`config.mk`:
```
export PLATFORM = sky130hd
export DESIGN_NAME = bus_arbiter_16bit
export DESIGN_NICKNAME = d
export VERILOG_FILES = /design/src/rtl/bus_arbiter_16bit.sv
export SDC_FILE = /design/constraint.sdc
export NUM_CORES = 1
export LEC_CHECK = 0
export BUFFER_PORTS_ARGS = -buffer_cell sky130_fd_sc_hd__buf_2
export CORE_UTILIZATION = 46
export DETAILED_ROUTE_END_ITERATION = 7
export PLACE_DENSITY = 0.79
export SYNTH_ARGS = -nofsm -noshare
export SYNTH_HDL_FRONTEND = slang
export SYNTH_SLANG_ARGS = --single-unit
```
`constraint.sdc`:
```
create_clock -name clk -period 2.94 [get_ports clk]
set_clock_uncertainty 0.1 [all_clocks]
set_input_delay 0.441 -clock clk [delete_from_list [all_inputs] [get_ports clk]]
set_output_delay 0.441 -clock clk [all_outputs]
set_load 0.02 [all_outputs]
```
`src/rtl/bus_arbiter_16bit.sv`:
```
// Two-port round-robin arbiter with burst limiting, feeding one registered
// valid/ready output stage through a 16-bit 2:1 data mux.

module mux2x1_16bit (
    input  logic [15:0] a,
    input  logic [15:0] b,
    input  logic        sel,
    output logic [15:0] y
);
    assign y = sel ? b : a;
endmodule

module bus_arbiter_16bit #(
    parameter int WIDTH     = 16,
    parameter int MAX_BURST = 4
) (
    input  logic             clk,
    input  logic             reset,
    input  logic             req0,
    input  logic [WIDTH-1:0] data0,
    output logic             gnt0,
    input  logic             req1,
    input  logic [WIDTH-1:0] data1,
    output logic             gnt1,
    output logic [WIDTH-1:0] out_data,
    output logic             out_valid,
    input  logic             out_ready,
    output logic             grant_id
);
    typedef enum logic [1:0] {IDLE, GRANT0, GRANT1} state_t;

    state_t      state;
    logic        last;
    logic [3:0]  beats;
    logic        can_accept;
    logic        xfer;
    logic        own_id;
    logic        own_req;
    logic        oth_req;
    logic [3:0]  beats_inc;
    logic        burst_end;
    logic [15:0] mux_y;

    assign can_accept = !out_valid || out_ready;
    assign gnt0       = (state == GRANT0) && req0 && can_accept;
    assign gnt1       = (state == GRANT1) && req1 && can_accept;
    assign xfer       = gnt0 || gnt1;

    // grant_id doubles as the mux select, so it must track state, not last
    assign grant_id = (state == GRANT1) ? 1'b1 :
                      (state == GRANT0) ? 1'b0 : last;

    mux2x1_16bit u_mux (
        .a   (data0),
        .b   (data1),
        .sel (grant_id),
        .y   (mux_y)
    );

    // Owner-relative view of the requests while in a grant state
    assign own_id    = (state == GRANT1);
    assign own_req   = own_id ? req1 : req0;
    assign oth_req   = own_id ? req0 : req1;
    assign beats_inc = beats + {3'b000, xfer};
    assign burst_end = !own_req || (xfer && (beats_inc == 4'(MAX_BURST)));

    always_ff @(posedge clk or posedge reset) begin
        if (reset) begin
            state     <= IDLE;
            last      <= 1'b1;
            beats     <= 4'd0;
            out_valid <= 1'b0;
            out_data  <= '0;
        end else begin
            if (xfer) begin
                out_data  <= mux_y;
                out_valid <= 1'b1;
            end else if (out_ready) begin
                out_valid <= 1'b0;
            end

            case (state)
                IDLE: begin
                    beats <= 4'd0;
                    if (req0 && (!req1 || last)) begin
                        state <= GRANT0;
                        last  <= 1'b0;
                    end else if (req1) begin
                        state <= GRANT1;
                        last  <= 1'b1;
                    end
                end
                default: begin
                    if (burst_end) begin
                        beats <= 4'd0;
                        if (oth_req) begin
                            state <= own_id ? GRANT0 : GRANT1;
                            last  <= !own_id;
                        end else if (own_req) begin
                            // burst expiry with no competitor: re-grant, no bubble
                            state <= own_id ? GRANT1 : GRANT0;
                            last  <= own_id;
                        end else begin
                            state <= IDLE;
                        end
                    end else begin
                        beats <= beats_inc;
                    end
                end
            endcase
        end
    end
endmodule

```
==> results.py <==
metrics = {
    "outcome": {
        "status": "complete, no violations",
    },
    "global_route": {
        "grt_pass1_wl_um": 3840,
        "grt_usage": 0.186,
        "antenna_found_initial": 0,
        "grt_max_degree": 37,
        "grt_pass1_vias": 941,
        "overflow": 0,
    },
    "setup_path": {
        "crit_arrival_ps": 2500,
        "cp_max_fo": 4,
        "end_kind": "register",
        "required_ps": 3040,
        "regToRegSetupSlack_ps": 540,
        "critical_path_class": "register to register",
        "start_kind": "register",
    },
    "synth": {
        "netlist_area_um2": 1220,
        "yosysMostFrequentCell": "dfrtp_1",
        "yosys.cell_types.count": 30,
        "synthAdderAreaFrac": 0.0204,
        "synthCells": 112,
        "synth.mux.area_fraction": 0.151,
        "synth_edf_count": 0,
        "syn_avg_cell_area_um2": 10.9,
        "async_reset_ff_frac": 1.00,
        "synth_seq_area_share": 0.492,
        "synth_largest_area_cell": "dfrtp_1",
        "synth-seq-cells": 24,
        "netlist.area_leader.share": 0.470,
        "synth-xor-area-share": 0.0143,
        "ys_warn_count": 0,
        "synth_top_family_by_area": "multiplexers",
        "synth_top_flop_cell": "dfrtp_1",
        "synthTopCellsByCount": "dfrtp_1 (23), nor2_1 (19), a21oi_1 (17), mux2i_1 (17), inv_1 (4)",
        "syn_nets": 151,
        "synthSimpleGateAreaFrac": 0.138,
        "synth_compound_area_frac": 0.134,
        "yosys-top-cells-area": "dfrtp_1 (47%), mux2i_1 (14%), a21oi_1 (7.0%)",
    },
    "timing": {
        "setup_tns_ps": 0,
        "holdWs_ps": 191,
        "finalMaxSlewViolations": 0,
        "hold_viol": 0,
        "finalCritPeriodShare": 0.817,
        "rsz0062_at_grt": "false",
        "setup_violations": 0,
        "min_period_ps": 2400,
        "slew_headroom": 0.424,
        "worst_slew_pin_slew_ps": 862,
        "fmax_ghz": 0.417,
    },
    "clock_network": {
        "root_buffer": "clkbuf_4",
        "cts_resized": 0,
        "cts_made_buffers": 3,
        "h-tree-depth": 1,
        "post_cts_buffers": 0,
        "ctsHoldBuffers": 0,
        "clk_pin_slew_ps": 120,
        "clk_latency_ps": 300,
        "cts.path.max_buffers": 2,
        "cts_tree": "built",
        "cts_sinks": 24,
    },
    "cells_and_area": {
        "drive_above_1_share": 0.414,
        "utilization": 0.619,
        "antennaDiodeCount": 0,
        "nets": 209,
        "area_delta_synth_final_pct": 26.4,
    },
    "drt": {
        "drt_iter0_drc": 16,
        "drcViolationCount": 0,
        "wl_met1_um": 989,
        "final_antenna_net_count": 0,
        "top_layer_used": "met4",
        "viasPerCell": 5.10,
        "wl_met3_um": 183,
        "firstDrtPassIters": 4,
        "num_vias": 1014,
        "wl_met2_um": 1230,
        "routed_wl_um": 2420,
        "wl_per_cell_um": 12.2,
    },
    "floorplanning": {
        "num_io_pins": 57,
        "initial_core_util": 0.489,
        "fp-row-count": 18,
        "dieWidth_um": 53.6,
        "core_um2": 2500,
        "die-area_um2": 2870,
        "die_y_um": 53.6,
    },
    "hold_path": {
        "min_path_type": "input port to async pin",
    },
    "power": {
        "p_leak_nw": 0.840,
        "vdd_drop_max_v": 0.000718,
        "powerDensity_nw_per_um2": 1080,
    },
    "place": {
        "numPortBuffers": 56,
        "place_hpwl_um": 1920,
        "gp_congestion": 0.721,
    },
    "run": {
        "drv_cap": 0,
    },
}
-- flip-flops by register name (all words and copies together), names as in the netlist --
register   flops
beats          4
last           1
out_data      16
out_valid      1
state          2
-- final cells by class --
class,count,area (um^2)
fill,211,953
sequential,24,602
multi-input combinational,79,561
tap,30,37.5
inverter,4,15.0
clock buffer,4,36.3
timing repair buffer,58,295
-- placed cells by master, fill, tap and decap left out, types with 3 or more instances in the layout --
cell type	n
a21oi_1	17
and2_1	3
buf_2	56
clkbuf_4	3
dfrtp_1	23
inv_1	4
mux2i_1	17
nand2_1	3
nor2_1	19
-- critical path, cell delays in order (launching register included) --
cell and delay (ps):
dfrtp_1 450, nand3b_1 250, a21oi_4 170, ha_1 190
ha_1 170, xor2_1 170, nor3b_2 290, a31o_4 210
mux2_4 290
-- where the power goes --
part / leakage, nW / switching [mW] / total (mW) / internal [mW]
registers: 0.279 / 0.0801 / 0.556 / 0.476
clock network: 0.0210 / 0.0895 / 0.165 / 0.0756
logic: 0.541 / 0.560 / 0.946 / 0.386
total: 0.840 / 0.729 / 1.67 / 0.938
-- worst paths after layout --
check                             start           end  depth (start not counted)
setup / recovery               state[1]      state[0]                          8
hold / removal                    reset      state[1]                          2
setup reg to reg               state[1]      state[0]                          8
hold reg to reg            out_data[10]  out_data[10]                          2
max in group asynchronous         reset   out_data[2]                          2
min in group clk               data0[8]   out_data[8]                          3
-- per-layer routing --
metal / vias to the layer above / track usage
li1: 501 / -
met5: - / 0
met1: 464 / 0.209
met3: 2 / 0.0339
met2: 47 / 0.348
met4: 0 / 0.0658
-- metrics by stage --
| stage | instance area [um^2] | power, mW | std cells | setup WS [ps] |
|---|---|---|---|---|
| 2_1_floorplan | 1220 | 1.31 | 112 | 427 |
| 3_3_place_gp | 1510 | 1.48 | 195 | 624 |
| 3_5_place_dp | 1510 | 1.52 | 195 | 518 |
| 4_1_cts | 1550 | 1.69 | 199 | 523 |
| 5_1_grt | 1550 | 1.80 | 199 | 390 |
| 6_report | 1550 | 1.67 | 199 | 539 |
-- cell families (layout without fill, tap and decap cells) --
logic type               after synthesis  in the layout
AND/OR/NAND/NOR                       32             32
AO/OA/AOI/OAI                         25             25
XOR/XNOR                               2              2
adder cells (fa/ha/maj)                2              2
flip-flops                            24             24
buffers and inverters                  9             66
multiplexers                          18             18
Note: power is estimated with default switching activity, not from simulation.
